==> src/rtl/reg_file_sb.sv <==
// rtl/reg_file_sb.sv - multi-read-port integer register file with per-register busy scoreboard
module reg_file_sb #(
    parameter int XLEN   = 32,
    parameter int NREGS  = 32,
    parameter int NRD    = 2,
    parameter int BYPASS = 1,
    localparam int AW    = $clog2(NREGS)
) (
    input  logic                clk,
    input  logic                rst,
    input  logic [NRD*AW-1:0]   rd_addr,
    output logic [NRD*XLEN-1:0] rd_data,
    output logic [NRD-1:0]      rd_busy,
    input  logic                wr_en,
    input  logic [AW-1:0]       wr_addr,
    input  logic [XLEN-1:0]     wr_data,
    input  logic                rsv_en,
    input  logic [AW-1:0]       rsv_addr,
    output logic                rsv_ok,
    input  logic                flush,
    output logic [NREGS-1:0]    busy_vec,
    output logic [AW:0]         busy_cnt
);

    // Entry 0 is only ever cleared by reset; reads of x0 are forced to zero anyway.
    logic [XLEN-1:0]  regs [NREGS];
    logic [NREGS-1:0] busy;
    logic [NREGS-1:0] busy_next;
    logic [AW:0]      cnt;
    logic [AW:0]      cnt_next;
    logic             wr_hit;

    assign wr_hit = wr_en && (wr_addr != '0);

    // A write to the register being reserved frees it in the same cycle.
    assign rsv_ok = rsv_en && !flush &&
                    ((rsv_addr == '0) || !busy[rsv_addr] || (wr_en && (wr_addr == rsv_addr)));

    always_comb begin
        busy_next = busy;
        if (wr_hit) begin
            busy_next[wr_addr] = 1'b0;
        end
        if (rsv_ok && (rsv_addr != '0)) begin
            busy_next[rsv_addr] = 1'b1;
        end
        if (flush) begin
            busy_next = '0;
        end
        busy_next[0] = 1'b0;
    end

    always_comb begin
        cnt_next = '0;
        for (int i = 0; i < NREGS; i++) begin
            cnt_next = cnt_next + (AW+1)'(busy_next[i]);
        end
    end

    always_ff @(posedge clk) begin
        if (rst) begin
            busy <= '0;
            cnt  <= '0;
            for (int i = 0; i < NREGS; i++) begin
                regs[i] <= '0;
            end
        end else begin
            busy <= busy_next;
            cnt  <= cnt_next;
            if (wr_hit) begin
                regs[wr_addr] <= wr_data;
            end
        end
    end

    assign busy_vec = busy;
    assign busy_cnt = cnt;

    for (genvar p = 0; p < NRD; p++) begin : g_rd
        logic [AW-1:0]   a;
        logic [XLEN-1:0] d;
        logic            b;

        assign a = rd_addr[p*AW +: AW];

        always_comb begin
            d = regs[a];
            b = busy[a];
            if (a == '0) begin
                d = '0;
                b = 1'b0;
            end else if ((BYPASS != 0) && wr_en && (wr_addr == a)) begin
                d = wr_data;
                b = 1'b0;
            end
        end

        assign rd_data[p*XLEN +: XLEN] = d;
        assign rd_busy[p]              = b;
    end

endmodule
==> config.mk <==
export PLATFORM = sky130hd
export DESIGN_NAME = reg_file_sb
export DESIGN_NICKNAME = d
export VERILOG_FILES = /design/src/rtl/reg_file_sb.sv
export SDC_FILE = /design/constraint.sdc
export NUM_CORES = 2
export LEC_CHECK = 0
export ABC_CLOCK_PERIOD_IN_PS = 14200
export BUFFER_PORTS_ARGS = -buffer_cell sky130_fd_sc_hd__clkbuf_2
export CAP_MARGIN = 20
export CORE_UTILIZATION = 50
export CTS_CLUSTER_SIZE = 30
export DETAILED_ROUTE_END_ITERATION = 16
export GPL_ROUTABILITY_DRIVEN = 0
export MAX_ROUTING_LAYER = met4
export PLACE_DENSITY = 0.78
export SYNTH_ARGS = -nofsm -noshare
export SYNTH_HDL_FRONTEND = slang
export SYNTH_SLANG_ARGS = --single-unit
==> constraint.sdc <==
create_clock -name clk -period 14.2 [get_ports clk]
set_clock_uncertainty 0.05 [all_clocks]
set_input_delay 2.13 -clock clk [delete_from_list [all_inputs] [get_ports clk]]
set_output_delay 2.13 -clock clk [all_outputs]
set_load 0.1 [all_outputs]
* After elaboration in Yosys (flattened, before gate mapping) *
Memory sizes are Yosys's and may differ from the RTL's.
Cells that the tools add are included.

operators by class
  add/sub/neg operators = 30
  magnitude comparators = 6
  eq/ne operators = 3
  multiplexer cells = 29
  bitwise logic cells = 3
  reduce and logical (&&, ||, !) cells = 19

operator list
  kind                  count
  $mux W32              8
  $add A6 B1 Y6         25
  $and A32 B32 Y32      1
  $not A32 Y32          1
  $or A32 B32 Y32       1
  $reduce_or A32 Y1     1
  $lt A5 B6 Y1 const B  4
  $bmux W1 S5           3
  $eq A5 B5 Y1          3
  $logic_not A5 Y1      3
  $mux W1               15
  $demux W1 S5          2
  $ge A5 B1 Y1 const B  2
  $reduce_bool A5 Y1    2
  $logic_and A1 B1 Y1   9
  $add A5 B1 Y6         1
  $add A4 B1 Y5         1
  $mux W5               1
  $add A3 B1 Y4         1
  $add A2 B1 Y3         1
  $add A1 B1 Y2         1
  $logic_not A1 Y1      2
  $logic_or A1 B1 Y1    2

word-level totals
  register bits = 38
  memory bits (writable) = 1,024
  input bits = 57
  output and inout bits = 105
  word-level logic and storage cells = 94
  memories = 1

memory list
  name  words  width  read ports  clocked after memory_dff  wr ports  line  RTL
  regs  32     32     2           0                         32        26    logic [XLEN-1:0] regs [NREGS];

* Logic depth before layout (Yosys ltp) *
  word-level depth = 40
  mapped depth = 25

* Worst setup path after synthesis *
Ideal clock, no wire load.

  path type = input-to-reg
  start = in rsv_addr[0]
  end = reg cnt[4] (netlist: busy_cnt[4])
  arrival = 8.139 ns
  required time = 14.024 ns
  slack = 5.885 ns
  stages on the path = 22
  cells stage by stage = buf_6 -> mux4_2 -> nor3b_1 -> mux2i_4 -> a31oi_1 -> buf_2 -> o32a_1 -> fa_1 -> fa_1 -> inv_1 -> fa_1 -> inv_1 -> fa_1 -> fa_1 -> inv_1 -> fa_1 -> fa_1 -> fa_1 -> a21o_1 -> a21oi_1 -> xor2_1 -> nor2_1

on the way
  longest elaborated chain between the ends = 39
  elaborated cells on any way between the ends = 49
  those cells by class = add/sub (30); order compare (2); eq/ne (1); mux (6); bitwise (1); reduce/logical (9)

ends and longest elaborated chain
  element                                               line  RTL
  from (decl)                                           18    input logic [AW-1:0] rsv_addr,
  branches (longest 7 deep; another with $lt A5 B6 Y1)  -
  $mux W32 *                                            44    if (rsv_ok && (rsv_addr != '0)) begin
  $mux W32 *                                            47    if (flush) begin
  $add A1 B1 Y2                                         56    cnt_next = cnt_next + (AW+1)'(busy_next[i]);
  $add A2 B1 Y3                                         56
  $add A3 B1 Y4                                         56
  $add A4 B1 Y5                                         56
  $add A5 B1 Y6                                         56
  $add A6 B1 Y6 (24 in a row)                           56
  $add A6 B1 Y6 *                                       56
  to (signal assigned)                                  69    cnt <= cnt_next;
  to (decl)                                             29    logic [AW:0] cnt;

Every way passes the cells marked *. The select of a mux whose other input is x is not followed.
A chain may end at the register's enable or synchronous reset.

* Worst setup path in the final report *
  start = in rsv_addr[0]
  end = reg cnt[4] (netlist: busy_cnt[4])

on the way
  longest elaborated chain between the ends = 39
  elaborated cells on any way between the ends = 49
  those cells by class = add/sub (30); order compare (2); eq/ne (1); mux (6); bitwise (1); reduce/logical (9)

ends and longest elaborated chain
  element                                               line  RTL
  branches (longest 7 deep; another with $lt A5 B6 Y1)  -
  $mux W32 *                                            44
  $mux W32 *                                            47
  via busy_next[1]                                      28    logic [NREGS-1:0] busy_next;
  $add A1 B1 Y2 *                                       56
  $add A2 B1 Y3 *                                       56
  $add A3 B1 Y4 *                                       56
  $add A4 B1 Y5 *                                       56
  $add A5 B1 Y6 *                                       56
  $add A6 B1 Y6 * (25 in a row)                         56

Mark *: on every way through the listed nets, which the timed path passes. The select of a mux whose other input is x is not followed.

==> results.yml <==
run_status:
  outcome: "completed"
detailed_routing:
  drt_iter0_drc: 7868
  ant_nets: 0
  wl_mm: 194
  first_pass_iters: 8
  via_count: 39700
  post_drt_wl_per_cell_um: 34.8
  drc: 0
  vias_per_cell: 7.12
floorplan:
  rows: 124
  die_h_um: 343
  core_um2: 115000
  die-area_um2: 118000
  io_pins: 162
  die_w_um: 343
  start_util_pct: 50.7
sta:
  rsz0062_at_grt: "false"
  maxSlewViolCount: 0
  worstMarginPinSlew_ns: 1.29
  worst_hold_slack_ns: 0.644
  setup-tns-final_ns: 0
  relSlewSlack_pct: 13.9
  post-route-period-util_pct: 62.0
  finalHoldViolCount: 0
  timing.fmax_mhz: 114
  min_period_ns: 8.80
  setup_viol_count_final: 0
clocking:
  ctsResizeCount: 0
  cts_tree: "done"
  clkSinkCount: 1061
  root_buffer: "clkbuf_16"
  numCtsBuffers: 111
  clockBufferDepth: 3
  cts_max_level: 3
  path_clk_slew_ns: 0.06
  cts_hold_buf: 0
  clock_latency_ns: 0.70
  postCtsSetupBuffers: 0
grt:
  grt_pass1_wl_mm: 274
  grt_max_degree: 134
  gr-total-overflow: 0
  antenna_found_initial: 31
  grt.total_usage_pct: 33.9
  grt_pass1_vias: 38400
synth:
  synth_cells: 3991
  synth-seq-cells: 1061
  synth_warnings: 0
  ys_types: 61
  synth_edf_count: 1024
  postSynthAreaPerCell_um2: 14.6
  ys.flop_type: "edfxtp_1"
  synthesis.area_um2: 58200
  async_reset_ff_share_pct: 0
  ys_seq_area_share_pct: 54.1
critical_path:
  critPathKind: "input port to register"
  crit_path_end_kind: "register"
  critPathMaxFanout: 28
  worstPathArrival_ns: 9.29
  cp-start-kind: "input port"
  worstPathRequired_ns: 14.70
pwr:
  max-vdd-ir-drop_mv: 0.115
  total_power_mw: 7.72
  powerDensity_nw_per_um2: 121
  p_leak_nw: 21.9
cells_and_area:
  drive_above_1_share_pct: 25.4
  final_common_cell: "edfxtp_1"
  mostFrequentLayoutCells: "edfxtp_1, and2_1, mux4_2, clkbuf_2, clkbuf_16"
  final_cells: 5573
  areaGrowthSynthToFinish_pct: 9.98
  fin_util_pct: 55.8
  num-nets-final: 4029
placement:
  placedCellCount: 5341
  io_buffers: 160
  dp_hpwl_mm: 107
run:
  cap_violations: 0
min_path:
  hold_class: "register to register"
## report_power, final
part           internal (mW)  switching (mW)  leakage (nW)  total (mW)
registers               3.60          0.0858          10.1        3.69
clock network           1.58            1.27          1.68        2.85
logic                  0.381           0.796          10.2        1.18
total                   5.57            2.15          21.9        7.72
## state kept, by name, summed over array words and instances, names as in the netlist
signal    flops
busy_vec     31
busy_cnt      6
regs       1024
## stage by stage
stage               setup slack (ns)  area (um^2)
finish                          5.40        64000
CTS                             5.54        63900
detailed placement              4.81        60500
global placement                4.92        60500
global route                    5.12        64000
floorplan                       5.89        58300
## critical path, stage by stage
cell and delay, ns:
clkbuf_2 0.43, mux4_2 0.56, nor3b_1 0.17, mux2i_4 0.69, a31oi_1 0.27, buf_4 0.27
o32ai_1 0.35, fa_1 0.48, inv_1 0.08, fa_1 0.43, fa_1 0.53, fa_1 0.43
fa_1 0.49, inv_1 0.05, fa_1 0.45, fa_1 0.43, fa_1 0.47, a21o_1 0.17
a21oi_1 0.17, xor2_1 0.16, nor2_1 0.06
## synth_stat cells, drive strengths merged, types with 19 or more instances
| cell | count | area [um^2] |
|---|---|---|
| fa | 23 | 460 |
| nand3 | 45 | 225 |
| inv | 30 | 113 |
| a21oi | 46 | 234 |
| a211oi | 30 | 225 |
| clkbuf | 339 | 1300 |
| edfxtp | 1024 | 30700 |
| buf | 109 | 523 |
| o22ai | 95 | 594 |
| nand2 | 74 | 278 |
| nor3 | 30 | 150 |
| o211ai | 19 | 143 |
| mux2i | 111 | 1120 |
| nand4 | 25 | 156 |
| nor2 | 89 | 337 |
| mux4 | 532 | 12000 |
| o21ai | 21 | 105 |
| a32o | 35 | 350 |
| a22o | 29 | 254 |
| dfxtp | 37 | 741 |
| and2 | 997 | 6240 |
| a22oi | 65 | 488 |
## layout make-up
cell class	count	area [um^2]
Inverter	30	113
Clock inverter	66	596
Sequential cell	1061	31500
Fill cell	8804	50800
Tap cell	1512	1890
Clock buffer	136	2870
Antenna cell	30	75.1
Multi-Input combinational cell	2484	25400
Timing Repair Buffer	254	1620
## final timing paths
path / startpoint / to / slack, ns / cells after the start
worst max-delay path: rsv_addr[0] / busy_cnt[4] / 5.40 / 21
worst min-delay path: busy_vec[9] / busy_vec[9] / 0.64 / 2
worst max register to register: busy_vec[25] / busy_cnt[4] / 6.90 / 20
worst min register to register: busy_vec[9] / busy_vec[9] / 0.64 / 2
## kinds of logic (layout without fill, tap and decap cells)
| family | after synthesis | in the layout | share of synthesized area (%) |
|---|---|---|---|
| flip-flops | 1061 | 1061 | 54.1 |
| buffers and inverters | 478 | 486 | 3.32 |
| AO/OA/AOI/OAI | 409 | 409 | 5.06 |
| XOR/XNOR | 17 | 17 | 0.256 |
| other | 1 | 63 | 0.00644 |
| adder cells (fa/ha/maj) | 30 | 30 | 0.942 |
| AND/OR/NAND/NOR | 1348 | 1348 | 13.7 |
| multiplexers | 647 | 647 | 22.6 |
## per-layer routing
| layer | share of wire [%] | GRT usage [%] | up-vias |
|---|---|---|---|
| met5 | 0 | - | - |
| met4 | 5.4 | 15.9 | 0 |
| met3 | 17 | 13.0 | 739 |
| met2 | 44 | 48.2 | 3873 |
| met1 | 33 | 42.8 | 19800 |
| li1 | - | - | 15300 |
Note: power is estimated with default switching activity, not from simulation.
